--- src/rtl/vga_pkg.sv ---
// Shared types for the VGA rectangle animators.
package vga_pkg;

    localparam int POS_W = 12;

    typedef enum logic [1:0] {ST_IDLE, ST_FALL, ST_REST} bounce_state_t;

endpackage

--- src/rtl/frame_tick_gen.sv ---
// Free-running frame divider: one-cycle tick every CLK_HZ/FRAME_HZ cycles.
module frame_tick_gen #(
    parameter int CLK_HZ   = 65_000_000,
    parameter int FRAME_HZ = 60
) (
    input  logic clk65MHz,
    input  logic rst_n,
    output logic tick
);

    localparam int TICK_DIV = CLK_HZ / FRAME_HZ;
    localparam int CW       = (TICK_DIV > 1) ? $clog2(TICK_DIV) : 1;

    logic [CW-1:0] cnt_q, cnt_d;

    always_comb begin
        tick  = (cnt_q == CW'(TICK_DIV - 1));
        cnt_d = tick ? '0 : cnt_q + CW'(1);
    end

    always_ff @(posedge clk65MHz or negedge rst_n) begin
        if (!rst_n) cnt_q <= '0;
        else        cnt_q <= cnt_d;
    end

endmodule

--- src/rtl/draw_rect_bounce_ctl.sv ---
// Drop-and-bounce controller for the mouse-placed rectangle: tracks the mouse
// when idle, falls under fixed-point gravity on a click, optionally bounces.
module draw_rect_bounce_ctl
    import vga_pkg::*;
#(
    parameter int CLK_HZ       = 65_000_000,
    parameter int FRAME_HZ     = 60,
    parameter int FRAC         = 4,
    parameter int GRAVITY      = 16,
    parameter int V_MAX        = 512,
    parameter int Y_FLOOR      = 704,
    parameter int BOUNCE_SHIFT = 1,
    parameter int V_REST       = 32,
    parameter int REST_TICKS   = 60
) (
    input  logic             clk65MHz,
    input  logic             rst_n,
    input  logic [POS_W-1:0] mouse_xpos,
    input  logic [POS_W-1:0] mouse_ypos,
    input  logic             mouse_left,
    input  logic             mode_bounce,
    input  logic             mode_auto,
    output logic [POS_W-1:0] xpos,
    output logic [POS_W-1:0] ypos,
    output logic             busy
);

    localparam int VW  = FRAC + 13;
    localparam int PW  = POS_W + FRAC + 2;
    localparam int RCW = (REST_TICKS > 1) ? $clog2(REST_TICKS) : 1;

    localparam logic signed [VW-1:0] GRAV_S   = VW'(GRAVITY);
    localparam logic signed [VW-1:0] V_MAX_S  = VW'(V_MAX);
    localparam logic signed [VW-1:0] V_REST_S = VW'(V_REST);
    localparam logic signed [PW-1:0] FLOOR_Q  = PW'(Y_FLOOR << FRAC);

    bounce_state_t state_q, state_d;
    logic                    tick;
    logic                    mouse_left_q;
    logic                    click;
    logic signed [PW-1:0]    pos_q, pos_d, pos_nx, vel_ext;
    logic signed [VW-1:0]    vel_q, vel_d, vel_acc, vel_nx, vel_half;
    logic [POS_W-1:0]        xpos_q, xpos_d, ypos_q, ypos_d;
    logic [RCW-1:0]          rest_q, rest_d;

    frame_tick_gen #(
        .CLK_HZ   (CLK_HZ),
        .FRAME_HZ (FRAME_HZ)
    ) u_tick (
        .clk65MHz (clk65MHz),
        .rst_n    (rst_n),
        .tick     (tick)
    );

    assign click = mouse_left & ~mouse_left_q;

    // Velocity is saturated before it is applied, so the step uses v'.
    always_comb begin
        vel_acc  = vel_q + GRAV_S;
        vel_nx   = (vel_acc > V_MAX_S) ? V_MAX_S : vel_acc;
        vel_ext  = {{(PW-VW){vel_nx[VW-1]}}, vel_nx};
        pos_nx   = pos_q + vel_ext;
        vel_half = vel_nx >>> BOUNCE_SHIFT;
    end

    always_comb begin
        state_d = state_q;
        pos_d   = pos_q;
        vel_d   = vel_q;
        xpos_d  = xpos_q;
        ypos_d  = ypos_q;
        rest_d  = rest_q;
        case (state_q)
            ST_IDLE: begin
                xpos_d = mouse_xpos;
                ypos_d = mouse_ypos;
                if (click) begin
                    state_d                = ST_FALL;
                    pos_d                  = '0;
                    pos_d[FRAC +: POS_W]   = mouse_ypos;
                    vel_d                  = '0;
                end
            end
            ST_FALL: begin
                if (tick) begin
                    if (pos_nx[PW-1]) begin
                        pos_d = '0;
                        vel_d = '0;
                    end else if (pos_nx >= FLOOR_Q) begin
                        pos_d = FLOOR_Q;
                        if (!mode_bounce || (vel_half < V_REST_S)) begin
                            state_d = ST_REST;
                            vel_d   = '0;
                            rest_d  = '0;
                        end else begin
                            vel_d = -vel_half;
                        end
                    end else begin
                        pos_d = pos_nx;
                        vel_d = vel_nx;
                    end
                end
                ypos_d = pos_d[FRAC +: POS_W];
            end
            ST_REST: begin
                ypos_d = POS_W'(Y_FLOOR);
                if (click) begin
                    state_d = ST_IDLE;
                end else if (tick) begin
                    if (rest_q == RCW'(REST_TICKS - 1)) begin
                        if (mode_auto) state_d = ST_IDLE;
                    end else begin
                        rest_d = rest_q + RCW'(1);
                    end
                end
            end
            default: state_d = ST_IDLE;
        endcase
    end

    always_ff @(posedge clk65MHz or negedge rst_n) begin
        if (!rst_n) begin
            state_q      <= ST_IDLE;
            mouse_left_q <= 1'b0;
            pos_q        <= '0;
            vel_q        <= '0;
            xpos_q       <= '0;
            ypos_q       <= '0;
            rest_q       <= '0;
        end else begin
            state_q      <= state_d;
            mouse_left_q <= mouse_left;
            pos_q        <= pos_d;
            vel_q        <= vel_d;
            xpos_q       <= xpos_d;
            ypos_q       <= ypos_d;
            rest_q       <= rest_d;
        end
    end

    assign xpos = xpos_q;
    assign ypos = ypos_q;
    assign busy = (state_q != ST_IDLE);

endmodule

--- config.mk ---
export PLATFORM = sky130hd
export DESIGN_NAME = draw_rect_bounce_ctl
export DESIGN_NICKNAME = d
export VERILOG_FILES = /design/src/rtl/vga_pkg.sv /design/src/rtl/frame_tick_gen.sv /design/src/rtl/draw_rect_bounce_ctl.sv
export SDC_FILE = /design/constraint.sdc
export NUM_CORES = 1
export LEC_CHECK = 0
export CAP_MARGIN = 20
export CELL_PAD_IN_SITES_DETAIL_PLACEMENT = 0
export CELL_PAD_IN_SITES_GLOBAL_PLACEMENT = 1
export CORE_MARGIN = 1
export CORE_UTILIZATION = 46
export CTS_BUF_LIST = sky130_fd_sc_hd__clkbuf_2
export DETAILED_ROUTE_END_ITERATION = 12
export PLACE_DENSITY_LB_ADDON = 0.25
export SYNTH_ARGS = -nofsm -noshare
export SYNTH_HDL_FRONTEND = slang
export SYNTH_SLANG_ARGS = --single-unit
export TNS_END_PERCENT = 20
--- constraint.sdc ---
create_clock -name clk65MHz -period 6.2 [get_ports clk65MHz]
set_input_delay 0.62 -clock clk65MHz [delete_from_list [all_inputs] [get_ports clk65MHz]]
set_output_delay 0.62 -clock clk65MHz [all_outputs]
set_load 0.03 [all_outputs]
# Word-level counts from Yosys, hierarchy flattened
# Index checks and enable logic that the tools add are counted.
[totals]
regBits = 89
out_inout_bits = 25
[classes]
n_addsub = 5
magnitude_cmp = 3
n_eq_ne = 15
n_mux = 32
bitwise = 2
reduce_logical = 11
[op_table]
columns = ["cell", "count"]
rows = [
  ["$mux W17", 8],
  ["$mux W6", 7],
  ["$mux W18", 2],
  ["$pmux W12 S3", 1],
  ["$pmux W18 S2", 1],
  ["$pmux W17 S2", 1],
  ["$add A21 B1 Y21 const B", 1],
  ["$eq A21 B21 Y1 const B", 1],
  ["$mux W21", 1],
  ["$add A18 B17 Y18", 1],
  ["$ge A18 B15 Y1 const B", 1],
  ["$mux W2", 9],
  ["$add A17 B6 Y17 const B", 1],
  ["$gt A17 B11 Y1 const B", 1],
  ["$neg A16 Y17", 1],
  ["$lt A16 B7 Y1 const B", 1],
  ["$ne A2 B2 Y1 const B", 8],
  ["$reduce_and A8 Y1", 2],
  ["$pmux W6 S2", 1],
  ["$ne A3 B3 Y1 const B", 3],
  ["$add A6 B1 Y6 const B", 1],
  ["$eq A6 B6 Y1 const B", 1],
  ["$pmux W2 S3", 1],
  ["$reduce_bool A2 Y1", 3],
  ["other kinds (10)", 10],
]

# Depth between registers and ports, before layout
# Gate-level depths: netlist of the first run.
[logic_depth]
depth_word = 10
depth_mapped = 26

# Hierarchy
# A second synthesis of the first run with hierarchy kept.
[unflattened]
hier_cells = 692
area_unflattened_um2 = 6069.6
[by_module_without_submodules]
columns = ["module", "instances", "cells_per_inst", "area_each_um2"]
rows = [
  ["draw_rect_bounce_ctl", 1, 597, 5031.1],
  ["frame_tick_gen", 1, 95, 1038.5],
]

# Least setup slack after synthesis of the first run
# OpenSTA, ideal clock, no wires.
[synth_path]
path_kind = "register to register"
startpoint = "register vel_q[4]"
endpoint = "register vel_q[9]"
setup_time_ns = 0.122
arrival_ns = 5.313
t_required_ns = 6.078
path_slack_ns = 0.765
path_stages_with_launch = 27
period_less_slack_ns = 5.435
path_cell_list = "dfrtp_1 ha_1 buf_2 and4_1 a2111o_1 nand3_1 and3_4 nand2b_1 ha_1 clkbuf_2 inv_1 a41oi_4 buf_2 inv_2 nand2_1 inv_1 ha_1 a211oi_1 o211ai_1 a221oi_4 mux2i_1 xor2_1 o2111ai_2 and2_1 buf_2 mux2i_1 a32o_1"
[synth_via]
elab_chain_cells = 10
elab_cells_between_ends = 13
classes_between = "add/sub: 3; order compare: 3; mux: 6; reduce/logical: 1"
[synth_rtl]
columns = ["element", "line_no", "text"]
rows = [
  ["start, declared", "draw_rect_bounce_ctl.sv:42", "logic signed [VW-1:0] vel_q, vel_d, vel_acc, vel_nx, vel_half;"],
  ["start signal, assigned", "draw_rect_bounce_ctl.sv:134", "vel_q <= vel_d;"],
  ["$add A17 B6 Y17 *", "draw_rect_bounce_ctl.sv:59", "vel_acc = vel_q + GRAV_S;"],
  ["$gt A17 B11 Y1", "draw_rect_bounce_ctl.sv:60", "vel_nx = (vel_acc > V_MAX_S) ? V_MAX_S : vel_acc;"],
  ["$mux W17 *", "draw_rect_bounce_ctl.sv:60", ""],
  ["branches (longest 4 deep; another with $add A18 B17 Y18)", "--", ""],
  ["$mux W17 *", "draw_rect_bounce_ctl.sv:86", "if (pos_nx[PW-1]) begin"],
  ["$mux W17 *", "draw_rect_bounce_ctl.sv:85", "if (tick) begin"],
  ["$pmux W17 S2 *", "draw_rect_bounce_ctl.sv:73", "case (state_q)"],
]
# Every way passes the cells marked *. The select of a mux whose other input is x is not followed.
# A chain may end at the register's enable or synchronous reset.

# Final worst setup path of the first run
[layout_path]
startpoint = "register vel_q[10]"
endpoint = "register vel_q[5]"
# The elaborated chain is that of the path after synthesis.

==> flow_metrics.tcl, run 1 <==
set metrics [dict create \
    status "completed" \
    dpl.hpwl_microns 11800 \
    synth_nets 753 \
    drt_iter0_markers 391 \
    max-cap-violations 0 \
    io_buffers 53 \
    grt_pass1_wl_microns 26200 \
    wirelength_microns 16000 \
    yosysWarnings 0 \
    grt.met3_usage_pct 3.40 \
    hold_viol 0 \
    tns_ns 0 \
    powerDensity_nw_per_um2 136 \
    min_period_ns 5.87 \
    cts.clk_slew.worst_paths_ns 0.26 \
    antenna_found_initial 0 \
    synth_cells 695 \
    numCtsBuffers 9 \
    final-setup-viol-count 0 \
    critical_path_peak_fanout 10 \
    fp.dieH_microns 117 \
    drv_slew 0 \
    timing.hold.ws_ns 0.458 \
    hold_path.class "primary input to async pin" \
    start_kind "flip-flop" \
    via_count 5435 \
    viasPerCell 5.88 \
    wl_per_cell_microns 17.3 \
    crit_required_ns 6.68 \
    drc 0 \
    n_antenna_cell 0 \
    fin_crit_sh_pct 94.6 \
    row_count 41 \
    grt_max_degree 58 \
    cts.sinks 88 \
    final_common_cell "dfrtp_1" \
    multi_input_area_sq_um 3630 \
    skew_ns 0.0300 \
    final_layout_size_suffix_gt1_share_pct 9.71 \
    crit_chain "nand2_1 -> nor4_4 -> mux2i_2 -> and3_4 -> nand2b_1 -> ha_1 -> inv_1 -> a41oi_4 -> buf_4 -> nor2b_1 -> ha_1 -> inv_1 -> fa_1 -> nand2b_1 -> a21o_1 -> a2111o_1 -> a32o_1 -> xor2_1 -> o2111ai_2 -> buf_4 -> and2_1 -> a31oi_1 -> o31ai_1" \
    dr.pass1.iters 5 \
    regArea_sq_um 2200 \
    cts_tree "done" \
    met1_usage_pct 33.1 \
    rsz0062_at_grt "false" \
    r2r_start "vel_q[10]$_DFFE_PN0P_" \
    crit_arrival_ns 6.35 \
    fp.coreArea_sq_um 12800 \
    gr-usage-all-layers_pct 24.8 \
    cpPeakStageDelay_ns 0.54 \
    post_synth_num_cell_types 78 \
    htreeDepth 3 \
    drtAntennaViolNets 0 \
    criticalPathCategory "flip-flop to flip-flop" \
    r2r_slack_ns 0.33 \
    placed_cells 901 \
    nFillCells 1150 \
    fmax_ghz 0.170 \
    clk-insertion-delay-late_ns 0.59 \
    postSynthAreaPerCell_sq_um 8.75 \
    relSlewSlack_pct 31.0 \
    power_uw 952 \
    ys.flop_type "dfrtp_1" \
    nets 806 \
    netlist_area_sq_um 6080 \
    final_cells 924 \
    ys_ff_latch 88 \
    r2r-end "vel_q[5]$_DFFE_PN0P_" \
    peakVddDrop_mv 0.0853 \
    post-route-util_pct 55.0 \
    grt_pass1_vias 5194 \
    gp_congestion 0.925 \
    top_usage_layer "met2" \
    cp_slowest_cell "dfrtp_1" \
    reg2reg_depth 23 \
    tightest_slew_ns 1.03 \
    syn2layout_area_growth_pct 15.5 \
    initial_core_util_pct 47.6 \
    seq_area_frac_synth_pct 36.2 \
    clk_path_buf_depth 2 \
    use_met2_pct 41.6 \
    dieArea_sq_um 13700 \
    end_kind "flip-flop" \
    grt.overflow.total 0 \
    cts-root-buf "clkbuf_2" \
    synthArstFlopShare_pct 100 \
    p_leak_uw 0.00302 \
    ios 54 \
    mostFrequentLayoutCells "dfrtp_1 (87), nand2_1 (73), nor2_1 (56)" \
    die_x_microns 117 \
    synth-edff-count 0 \
]
## timing repair
item / CTS / global route
hold endpoints to repair: 31 / 0
gates resized for setup: 0 / 3
endpoints found under the setup margin: 0 / 46
hold buffers: 1 / 0
buffers inserted: 0 / 6
## sequential cells by signal, indices dropped and copies added (netlist names)
signal        count
mouse_left_q      1
pos_q            17
rest_q            6
state_q           2
u_tick.cnt_q     21
vel_q            17
xpos             12
ypos             12
## stage by stage
stage / cell area [sq um] / setup slack, ns
after detailed placement: 6810 / 0.284
after floorplan: 6080 / 0.765
after global placement: 6810 / 0.422
final: 7020 / 0.332
after CTS: 6950 / 0.193
after global routing: 7020 / 0.00489
## layer usage
| metal | share of wire, % | up-vias |
|---|---|---|
| met2 | 48 | 133 |
| met1 | 47 | 2635 |
| met4 | 1.5 | 0 |
| met5 | 0 | - |
| li1 | - | 2651 |
| met3 | 3.8 | 16 |
## worst max-delay path, delay by kind of cell, from the launching register on
kind / cells / cell delay [ns]
DFF: 1 / 0.54
and+or+nand+nor: 7 / 1.63
buffers and inverters: 4 / 0.62
adders and majority gates: 3 / 0.86
AOI/OAI and AO/OA: 7 / 1.56
xor gates and xnor gates: 1 / 0.16
muxes: 1 / 0.39
## cell families after synthesis
family / share of synthesized area [%]
compound gates: 22.5
buf+inv: 4.30
xor+xnor: 6.77
flops: 36.2
fa+ha+maj: 6.09
simple gates: 20.6
mux: 3.54
## power by group
group / total (uW) / internal (uW) / switching [uW] / leakage, uW
logic: 32.9 / 16.7 / 16.2 / 0.00180
clock network: 344 / 133 / 210 / 0.0000784
registers: 576 / 576 / 0.129 / 0.00114
## area by class of cell
type                    instances  share of cell area, %
clock inverters                 5                   1.16
repair buffers                 80                   10.6
inverters                      26                   1.39
flip-flops and latches         88                   31.4
well taps                     172                   3.06
multi-input cells             543                   51.7
clock buffers                  10                  0.713
## synthesized netlist by cell type, drive strengths merged (7+ instances only)
library cell	count	area share, %
dfrtp	88	36
nand2	73	4.5
nor2	57	3.6
o21ai	49	4.0
a21oi	36	3.0
nand3	32	2.8
ha	28	5.8
clkbuf	26	1.6
inv	26	1.6
xnor2	25	3.6
xor2	22	3.2
a31oi	14	1.4
nor3	14	1.2
o31ai	14	1.7
buf	12	1.1
mux2	12	2.2
and3	11	1.2
a21o	10	1.2
nand2b	10	1.0
nand4	10	1.0
nor2b	10	1.0
or3	9	0.93
mux2i	8	1.3
o211ai	8	1.1
a32oi	7	1.0
## worst max-delay path by stage
stage	from	end	slack (ns)	cells after the start
6_report	vel_q[10]$_DFFE_PN0P_	vel_q[5]$_DFFE_PN0P_	0.33	23
5_1_grt	vel_q[10]$_DFFE_PN0P_	vel_q[5]$_DFFE_PN0P_	0.005	22
4_1_cts	vel_q[5]$_DFFE_PN0P_	pos_q[2]$_DFFE_PN0P_	0.19	24
3_5_place_dp	vel_q[5]$_DFFE_PN0P_	pos_q[2]$_DFFE_PN0P_	0.28	24
3_3_place_gp	vel_q[10]$_DFFE_PN0P_	vel_q[6]$_DFFE_PN0P_	0.42	21
2_1_floorplan	vel_q[4]$_DFFE_PN0P_	vel_q[9]$_DFFE_PN0P_	0.77	26
Power figures use the tool's default switching activity.
==> run 2, diff against run 1 <==
--- a/config.mk
+++ b/config.mk
@@ -12,6 +12,7 @@
 export CORE_UTILIZATION = 46
 export CTS_BUF_LIST = sky130_fd_sc_hd__clkbuf_2
 export DETAILED_ROUTE_END_ITERATION = 12
+export HOLD_SLACK_MARGIN = 0.03
 export PLACE_DENSITY_LB_ADDON = 0.25
 export SYNTH_ARGS = -nofsm -noshare
 export SYNTH_HDL_FRONTEND = slang
==> results of run 2 <==
The final DEF is identical to that of run 1; final timing and power are the same.
